===== config.mk =====
export PLATFORM = sky130hd
export DESIGN_NAME = cu_multicycle
export DESIGN_NICKNAME = d
export VERILOG_FILES = /design/src/rtl/cu_pkg.sv /design/src/rtl/cu_decode.sv /design/src/rtl/cu_multicycle.sv
export SDC_FILE = /design/constraint.sdc
export NUM_CORES = 1
export LEC_CHECK = 0
export BUFFER_PORTS_ARGS = -buffer_cell sky130_fd_sc_hd__buf_2
export CORE_MARGIN = 3
export CORE_UTILIZATION = 40
export DETAILED_ROUTE_END_ITERATION = 7
export PLACE_DENSITY = 0.83
export SYNTH_ARGS = -nofsm -noshare
export SYNTH_HDL_FRONTEND = slang
export SYNTH_HIERARCHICAL = 1
export SYNTH_SLANG_ARGS = --single-unit

===== constraint.sdc =====
create_clock -name clk -period 5.4 [get_ports clk]
set_clock_uncertainty 0.2 [all_clocks]
set_input_delay 0.27 -clock clk [delete_from_list [all_inputs] [get_ports clk]]
set_output_delay 0.27 -clock clk [all_outputs]
set_load 0.02 [all_outputs]

===== src/rtl/cu_pkg.sv =====
// ----------------------------------------------------------------------------
// cu_pkg
// Shared definitions for the multi-cycle MIPS-subset control unit:
//   - cu_state_e : FSM state encoding (also exported on the debug port)
//   - OP_* / FN_* : opcode and R-type funct encodings of the legal subset
//   - ALU_*       : cu_alu_op encodings
//   - PC_SEL_*    : cu_pc_sel encodings
//   - cu_dec_t    : instruction class bundle produced by cu_decode
// ----------------------------------------------------------------------------
package cu_pkg;

    typedef enum logic [2:0] {
        ST_IDLE   = 3'd0,
        ST_FETCH  = 3'd1,
        ST_DECODE = 3'd2,
        ST_EXEC   = 3'd3,
        ST_MEM    = 3'd4,
        ST_WB     = 3'd5,
        ST_TRAP   = 3'd6
    } cu_state_e;

    // Opcodes (inst[INST_W-1 -: 6])
    localparam logic [5:0] OP_RTYPE = 6'h00;
    localparam logic [5:0] OP_J     = 6'h02;
    localparam logic [5:0] OP_JAL   = 6'h03;
    localparam logic [5:0] OP_BEQ   = 6'h04;
    localparam logic [5:0] OP_BNE   = 6'h05;
    localparam logic [5:0] OP_ADDIU = 6'h09;
    localparam logic [5:0] OP_ANDI  = 6'h0C;
    localparam logic [5:0] OP_ORI   = 6'h0D;
    localparam logic [5:0] OP_LUI   = 6'h0F;
    localparam logic [5:0] OP_LW    = 6'h23;
    localparam logic [5:0] OP_SW    = 6'h2B;

    // R-type funct codes (inst[5:0])
    localparam logic [5:0] FN_ADDU = 6'h21;
    localparam logic [5:0] FN_SUBU = 6'h23;
    localparam logic [5:0] FN_AND  = 6'h24;
    localparam logic [5:0] FN_OR   = 6'h25;
    localparam logic [5:0] FN_SLT  = 6'h2A;

    // ALU operation encodings
    localparam logic [2:0] ALU_ADD = 3'd0;
    localparam logic [2:0] ALU_SUB = 3'd1;
    localparam logic [2:0] ALU_AND = 3'd2;
    localparam logic [2:0] ALU_OR  = 3'd3;
    localparam logic [2:0] ALU_SLT = 3'd4;

    // Next-PC source encodings
    localparam logic [1:0] PC_SEL_PLUS4  = 2'd0;
    localparam logic [1:0] PC_SEL_BRANCH = 2'd1;
    localparam logic [1:0] PC_SEL_JUMP   = 2'd2;

    // Instruction class. itype covers every I-format instruction (ALU-imm,
    // lui, loads, stores, branches); branch_ne separates bne from beq.
    typedef struct packed {
        logic       rtype;
        logic       itype;
        logic       load;
        logic       store;
        logic       branch;
        logic       branch_ne;
        logic       jump;
        logic       link;
        logic       zero_ext;
        logic       write_imm;
        logic       illegal;
        logic [2:0] alu_op;
    } cu_dec_t;

endpackage


===== src/rtl/cu_decode.sv =====
// ----------------------------------------------------------------------------
// cu_decode
// Purely combinational instruction classifier for the multi-cycle control
// unit. Maps opcode/funct onto an instruction class bundle and the ALU
// operation used during EXEC/MEM/WB. Anything outside the legal subset
// (unknown opcode, or R-type with an unknown funct) raises o_dec.illegal
// with every other field cleared.
//
// Ports:
//   i_opcode  in  6         instruction opcode field
//   i_funct   in  6         R-type funct field
//   o_dec     out cu_dec_t  instruction class + alu_op
// ----------------------------------------------------------------------------
module cu_decode
    import cu_pkg::*;
(
    input  logic [5:0] i_opcode,
    input  logic [5:0] i_funct,
    output cu_dec_t    o_dec
);

    always_comb begin
        o_dec = '0;
        case (i_opcode)
            OP_RTYPE: begin
                o_dec.rtype = 1'b1;
                case (i_funct)
                    FN_ADDU: o_dec.alu_op = ALU_ADD;
                    FN_SUBU: o_dec.alu_op = ALU_SUB;
                    FN_AND:  o_dec.alu_op = ALU_AND;
                    FN_OR:   o_dec.alu_op = ALU_OR;
                    FN_SLT:  o_dec.alu_op = ALU_SLT;
                    default: begin
                        o_dec.rtype   = 1'b0;
                        o_dec.illegal = 1'b1;
                    end
                endcase
            end
            OP_ADDIU: begin
                o_dec.itype  = 1'b1;
                o_dec.alu_op = ALU_ADD;
            end
            OP_ANDI: begin
                o_dec.itype    = 1'b1;
                o_dec.zero_ext = 1'b1;
                o_dec.alu_op   = ALU_AND;
            end
            OP_ORI: begin
                o_dec.itype    = 1'b1;
                o_dec.zero_ext = 1'b1;
                o_dec.alu_op   = ALU_OR;
            end
            OP_LUI: begin
                o_dec.itype     = 1'b1;
                o_dec.write_imm = 1'b1;
                o_dec.alu_op    = ALU_ADD;
            end
            OP_LW: begin
                o_dec.itype  = 1'b1;
                o_dec.load   = 1'b1;
                o_dec.alu_op = ALU_ADD;
            end
            OP_SW: begin
                o_dec.itype  = 1'b1;
                o_dec.store  = 1'b1;
                o_dec.alu_op = ALU_ADD;
            end
            OP_BEQ: begin
                o_dec.itype  = 1'b1;
                o_dec.branch = 1'b1;
                o_dec.alu_op = ALU_SUB;
            end
            OP_BNE: begin
                o_dec.itype     = 1'b1;
                o_dec.branch    = 1'b1;
                o_dec.branch_ne = 1'b1;
                o_dec.alu_op    = ALU_SUB;
            end
            OP_J: begin
                o_dec.jump = 1'b1;
            end
            OP_JAL: begin
                o_dec.jump = 1'b1;
                o_dec.link = 1'b1;
            end
            default: begin
                o_dec.illegal = 1'b1;
            end
        endcase
    end

endmodule


===== src/rtl/cu_multicycle.sv =====
// ----------------------------------------------------------------------------
// cu_multicycle
// Multi-cycle control unit for the MIPS-subset core. A seven-state FSM
// (IDLE/FETCH/DECODE/EXEC/MEM/WB/TRAP) sequences a shared-memory datapath.
// All control outputs are combinational from the state register and the
// decoded IR, so an asynchronous reset clears every strobe immediately.
//
// Memory handshake: a request (cu_mem_re or cu_mem_we, address chosen by
// cu_iord) is held stable for as long as the FSM stays in FETCH or MEM; the
// access completes in the cycle mem_ready is sampled high, and the FSM leaves
// that state on the same rising edge. mem_ready is ignored in other states.
//
// Optional feature macro: CU_PERF_CNT_EN adds cu_cycle_cnt / cu_retire_cnt.
//
// Ports:
//   clk            in   1         rising-edge clock
//   rst_n          in   1         asynchronous active-low reset
//   inst           in   INST_W    IR contents, valid from DECODE onward
//   alu_zero       in   1         ALU result == 0, used in EXEC for branches
//   mem_ready      in   1         memory completes current access this cycle
//   cu_mem_re      out  1         memory read request
//   cu_mem_we      out  1         memory write request (MEM state only)
//   cu_iord        out  1         address source: 0 PC, 1 ALU result
//   cu_ir_we       out  1         load IR
//   cu_pc_we       out  1         update PC
//   cu_pc_sel      out  2         0 PC+4, 1 branch target, 2 jump target
//   cu_reg_we      out  1         register file write
//   cu_write2rt    out  1         destination rt (else rd)
//   cu_link        out  1         destination LINK_REG, data PC (jal)
//   cu_imm2alu     out  1         ALU B operand is the immediate
//   cu_zero_ext    out  1         zero-extend immediate
//   cu_write_imm   out  1         writeback imm<<16 (lui)
//   cu_read_data   out  1         writeback from memory (lw)
//   cu_alu_op      out  ALU_OP_W  0 ADD, 1 SUB, 2 AND, 3 OR, 4 SLT
//   cu_illegal     out  1         sticky illegal-instruction flag (TRAP)
//   cu_cycle_cnt   out  32        [CU_PERF_CNT_EN] active cycle counter
//   cu_retire_cnt  out  32        [CU_PERF_CNT_EN] retired instruction count
//   cu_dbg_state   out  3         current FSM state (cu_state_e encoding)
// ----------------------------------------------------------------------------
module cu_multicycle
    import cu_pkg::*;
#(
    parameter int INST_W   = 32,
    parameter int ALU_OP_W = 3,
    parameter int LINK_REG = 31
)(
    input  logic                clk,
    input  logic                rst_n,
    input  logic [INST_W-1:0]   inst,
    input  logic                alu_zero,
    input  logic                mem_ready,
    output logic                cu_mem_re,
    output logic                cu_mem_we,
    output logic                cu_iord,
    output logic                cu_ir_we,
    output logic                cu_pc_we,
    output logic [1:0]          cu_pc_sel,
    output logic                cu_reg_we,
    output logic                cu_write2rt,
    output logic                cu_link,
    output logic                cu_imm2alu,
    output logic                cu_zero_ext,
    output logic                cu_write_imm,
    output logic                cu_read_data,
    output logic [ALU_OP_W-1:0] cu_alu_op,
    output logic                cu_illegal,
`ifdef CU_PERF_CNT_EN
    output logic [31:0]         cu_cycle_cnt,
    output logic [31:0]         cu_retire_cnt,
`endif
    output logic [2:0]          cu_dbg_state
);

    // A link to r0 would be discarded by the register file, so the link
    // write is only issued when LINK_REG names a real register.
    localparam bit LINK_OK = (LINK_REG > 0) && (LINK_REG < 32);

    cu_state_e r_state;
    cu_state_e w_next;
    cu_dec_t   w_dec;
    logic      w_branch_taken;
    logic      w_unused_inst;

    cu_decode u_decode (
        .i_opcode (inst[INST_W-1 -: 6]),
        .i_funct  (inst[5:0]),
        .o_dec    (w_dec)
    );

    // Register-number and immediate fields belong to the datapath.
    assign w_unused_inst = ^inst[INST_W-7:6];

    assign w_branch_taken = w_dec.branch_ne ? ~alu_zero : alu_zero;
    assign cu_dbg_state   = r_state;

    always_ff @(posedge clk or negedge rst_n) begin
        if (!rst_n) begin
            r_state <= ST_IDLE;
        end else begin
            r_state <= w_next;
        end
    end

    always_comb begin
        w_next       = r_state;
        cu_mem_re    = 1'b0;
        cu_mem_we    = 1'b0;
        cu_iord      = 1'b0;
        cu_ir_we     = 1'b0;
        cu_pc_we     = 1'b0;
        cu_pc_sel    = PC_SEL_PLUS4;
        cu_reg_we    = 1'b0;
        cu_write2rt  = 1'b0;
        cu_link      = 1'b0;
        cu_imm2alu   = 1'b0;
        cu_zero_ext  = 1'b0;
        cu_write_imm = 1'b0;
        cu_read_data = 1'b0;
        cu_alu_op    = '0;
        cu_illegal   = 1'b0;

        // ALU steering stays stable across EXEC, MEM and WB so the datapath
        // sees the same operation for the whole execute/writeback window.
        if (r_state == ST_EXEC || r_state == ST_MEM || r_state == ST_WB) begin
            cu_alu_op   = ALU_OP_W'(w_dec.alu_op);
            cu_imm2alu  = w_dec.itype & ~w_dec.branch;
            cu_zero_ext = w_dec.zero_ext;
        end

        case (r_state)
            ST_IDLE: begin
                w_next = ST_FETCH;
            end
            ST_FETCH: begin
                cu_mem_re = 1'b1;
                if (mem_ready) begin
                    cu_ir_we  = 1'b1;
                    cu_pc_we  = 1'b1;
                    cu_pc_sel = PC_SEL_PLUS4;
                    w_next    = ST_DECODE;
                end
            end
            ST_DECODE: begin
                if (w_dec.illegal) begin
                    w_next = ST_TRAP;
                end else if (w_dec.jump) begin
                    cu_pc_we  = 1'b1;
                    cu_pc_sel = PC_SEL_JUMP;
                    cu_reg_we = w_dec.link & LINK_OK;
                    cu_link   = w_dec.link & LINK_OK;
                    w_next    = ST_FETCH;
                end else begin
                    w_next = ST_EXEC;
                end
            end
            ST_EXEC: begin
                if (w_dec.branch) begin
                    if (w_branch_taken) begin
                        cu_pc_we  = 1'b1;
                        cu_pc_sel = PC_SEL_BRANCH;
                    end
                    w_next = ST_FETCH;
                end else if (w_dec.load || w_dec.store) begin
                    w_next = ST_MEM;
                end else begin
                    w_next = ST_WB;
                end
            end
            ST_MEM: begin
                cu_iord   = 1'b1;
                cu_alu_op = ALU_OP_W'(ALU_ADD);
                cu_mem_re = w_dec.load;
                cu_mem_we = w_dec.store;
                if (mem_ready) begin
                    w_next = w_dec.load ? ST_WB : ST_FETCH;
                end
            end
            ST_WB: begin
                cu_reg_we    = 1'b1;
                cu_write2rt  = ~w_dec.rtype;
                cu_write_imm = w_dec.write_imm;
                cu_read_data = w_dec.load;
                w_next       = ST_FETCH;
            end
            ST_TRAP: begin
                cu_illegal = 1'b1;
            end
            default: begin
                w_next = ST_IDLE;
            end
        endcase
    end

`ifdef CU_PERF_CNT_EN
    logic [31:0] r_cycle_cnt;
    logic [31:0] r_retire_cnt;
    logic        w_retire;

    // An instruction retires whenever control returns to FETCH from any
    // stage that follows the fetch itself.
    assign w_retire = (w_next == ST_FETCH) &&
                      (r_state == ST_DECODE || r_state == ST_EXEC ||
                       r_state == ST_MEM    || r_state == ST_WB);

    always_ff @(posedge clk or negedge rst_n) begin
        if (!rst_n) begin
            r_cycle_cnt  <= 32'd0;
            r_retire_cnt <= 32'd0;
        end else begin
            if (r_state != ST_IDLE && r_state != ST_TRAP) begin
                r_cycle_cnt <= r_cycle_cnt + 32'd1;
            end
            if (w_retire) begin
                r_retire_cnt <= r_retire_cnt + 32'd1;
            end
        end
    end

    assign cu_cycle_cnt  = r_cycle_cnt;
    assign cu_retire_cnt = r_retire_cnt;
`endif

endmodule


==> flow_metrics.tcl <==
set metrics [dict create \
    cp_max_fo 11 \
    reg2regPathDepth 3 \
    hold_viol 0 \
    setup_viol 0 \
    core-area_um2 1400 \
    io_pins 57 \
    grt_first_pass_wirelength_um 2830 \
    hp-class "in -> async" \
    rsz0062_at_grt "false" \
    path_clk_slew_ns 0.04 \
    fmax_mhz 401 \
    path_class "in -> out" \
    grtUsageTotal_pct 18.7 \
    clkLatencyLatePin_ns 0.24 \
    startpoint "inst[29]" \
    syn2layout_area_growth_pct 32.1 \
    irDropWorstVdd_uv 159 \
    gp_congestion 0.821 \
    r2r-end "cu_dbg_state[0]$_DFFE_PN0P_" \
    cts_buffers 3 \
    finalPower_mw 0.276 \
    wl_per_cell_um 12.4 \
    stdcell_count 146 \
    netlist_instances 95 \
    critPathRequiredTime_ns 4.93 \
    startpoint_type "input port" \
    cts_resized 0 \
    overflow 0 \
    async_flop_share_pct 100 \
    nets 168 \
    antennaDiodeCount 0 \
    dpl.hpwl_um 1390 \
    synth_edf_count 0 \
    grt_max_degree 17 \
    cts_tree "yes" \
    syn_avg_cell_area_um2 6.69 \
    yosysWarnings 6 \
    rows 13 \
    cts_hold_buf 1 \
    synth_seq_area_share_pct 11.8 \
    r2r_slack_ns 4.03 \
    synth-main-ff-cell "dfrtp_1" \
    drtIter0Drc 24 \
    final_layout_size_suffix_gt1_share_pct 32.1 \
    die_area_um2 2100 \
    clk_path_buf_depth 2 \
    postRouteAntennaNets 0 \
    dp_cells 141 \
    yosysTopAreaCell "dfrtp_1" \
    r2r-start "cu_dbg_state[1]$_DFFE_PN0P_" \
    num_vias 824 \
    worst_pin_slew_ns 0.501 \
    post-cts-setup-buffers 0 \
    dr.pass1.iters 4 \
    synth_top_area_share_pct 11.8 \
    yosysMostFrequentCell "nor2_1" \
    setup_tns_ns 0 \
    grt_pass1_vias 646 \
    worstPathArrival_ns 2.02 \
    htree_levels 1 \
    final_max_slew_viol_count 0 \
    final_core_util_pct 60.0 \
    vias_per_cell 5.64 \
    crit_path_end_kind "primary output" \
    p_leak_nw 0.425 \
    min_period_ns 2.49 \
    fin_crit_sh_pct 46.2 \
    dieWidth_um 45.9 \
    status "complete, no violations" \
    relSlewSlack_pct 66.3 \
    grt_antenna_before_repair 0 \
    cap_viol_max_count 0 \
    finalWirelength_um 1810 \
    pwr_density_cell_nw_per_um2 329 \
    initial_core_util_pct 45.4 \
    largest_reg_flops 3 \
    synth.distinct_cells 38 \
    synth_area_leaders "dfrtp_1 12%, nor2_1 8.3%, nand2b_1 5.9%" \
    synth_common_cells "14 x nor2_1, 6 x inv_1, 6 x nand2_1, 6 x nand2b_1" \
    syn_nets 131 \
    fill_cells 145 \
    io_buffers 36 \
    synth_area_um2 636 \
    drc 0 \
    cts.sinks 3 \
    fp.dieH_um 45.9 \
    synth.ff_latch_count 3 \
    cts_root_buf "clkbuf_4" \
]
[metrics by stage]
step	instance area, um^2	hold slack [ns]	worst slack (ns)
global route	840	0.161	2.79
detailed placement	803	-0.132	2.93
floorplan	636	-0.226	2.92
CTS	840	0.147	2.93
global placement	803	-0.135	2.94
finish	840	0.149	2.91
[power breakdown]
group	internal [mW]	switching, mW
combinational	0.0744	0.0955
sequential	0.0326	0.0326
clock	0.0278	0.0133
[critical path, stage by stage]
cell	delay (ns)
buf_2	0.18
a21oi_1	0.10
or3_1	0.30
a31oi_1	0.25
a31oi_1	0.11
nand2b_1	0.23
nor3b_4	0.25
a22o_1	0.17
buf_2	0.16
[kinds of logic after synthesis]
logic type | after synthesis | share of synthesized area [%]
simple gates | 63 | 60.0
compound gates | 15 | 15.2
mux | 1 | 1.77
flops | 3 | 11.8
buf+inv | 11 | 8.46
xor+xnor | 2 | 2.76
[worst max path at each step]
stage,endpoint,slack (ns),depth (start not counted)
detailed placement,cu_pc_we,2.93,9
floorplan,cu_reg_we,2.92,8
global route,cu_reg_we,2.79,9
CTS,cu_pc_we,2.93,9
global placement,cu_pc_we,2.94,9
finish,cu_reg_we,2.91,9
[per-layer routing]
layer / global-route usage, % / part of all wire (%) / routed length [um]
met5: 0 / 0 / 0
met4: 15.3 / 3.6 / 65
met3: 3.95 / 6.8 / 123
met2: 26.4 / 43 / 777
met1: 23.8 / 47 / 842
[final cells by class]
class                   instances  area (um^2)  share of cell area, %
flip-flops and latches          3         75.1                   8.94
inverters                       6         22.5                   2.68
repair buffers                 37          190                   22.7
clock buffers                   4         26.3                   3.13
well taps                      15         18.8                   2.24
multi-input cells              81          507                   60.4
[cell usage in the layout, fill, tap and decap left out, types with 4 or more instances in the layout]
| cell | count |
|---|---|
| and3_1 | 4 |
| nand2_1 | 6 |
| nand2b_1 | 6 |
| or3_1 | 5 |
| buf_2 | 36 |
| a21oi_1 | 5 |
| inv_1 | 6 |
| and2_1 | 4 |
| nor2_1 | 14 |
Note: power is estimated with default switching activity, not from simulation.
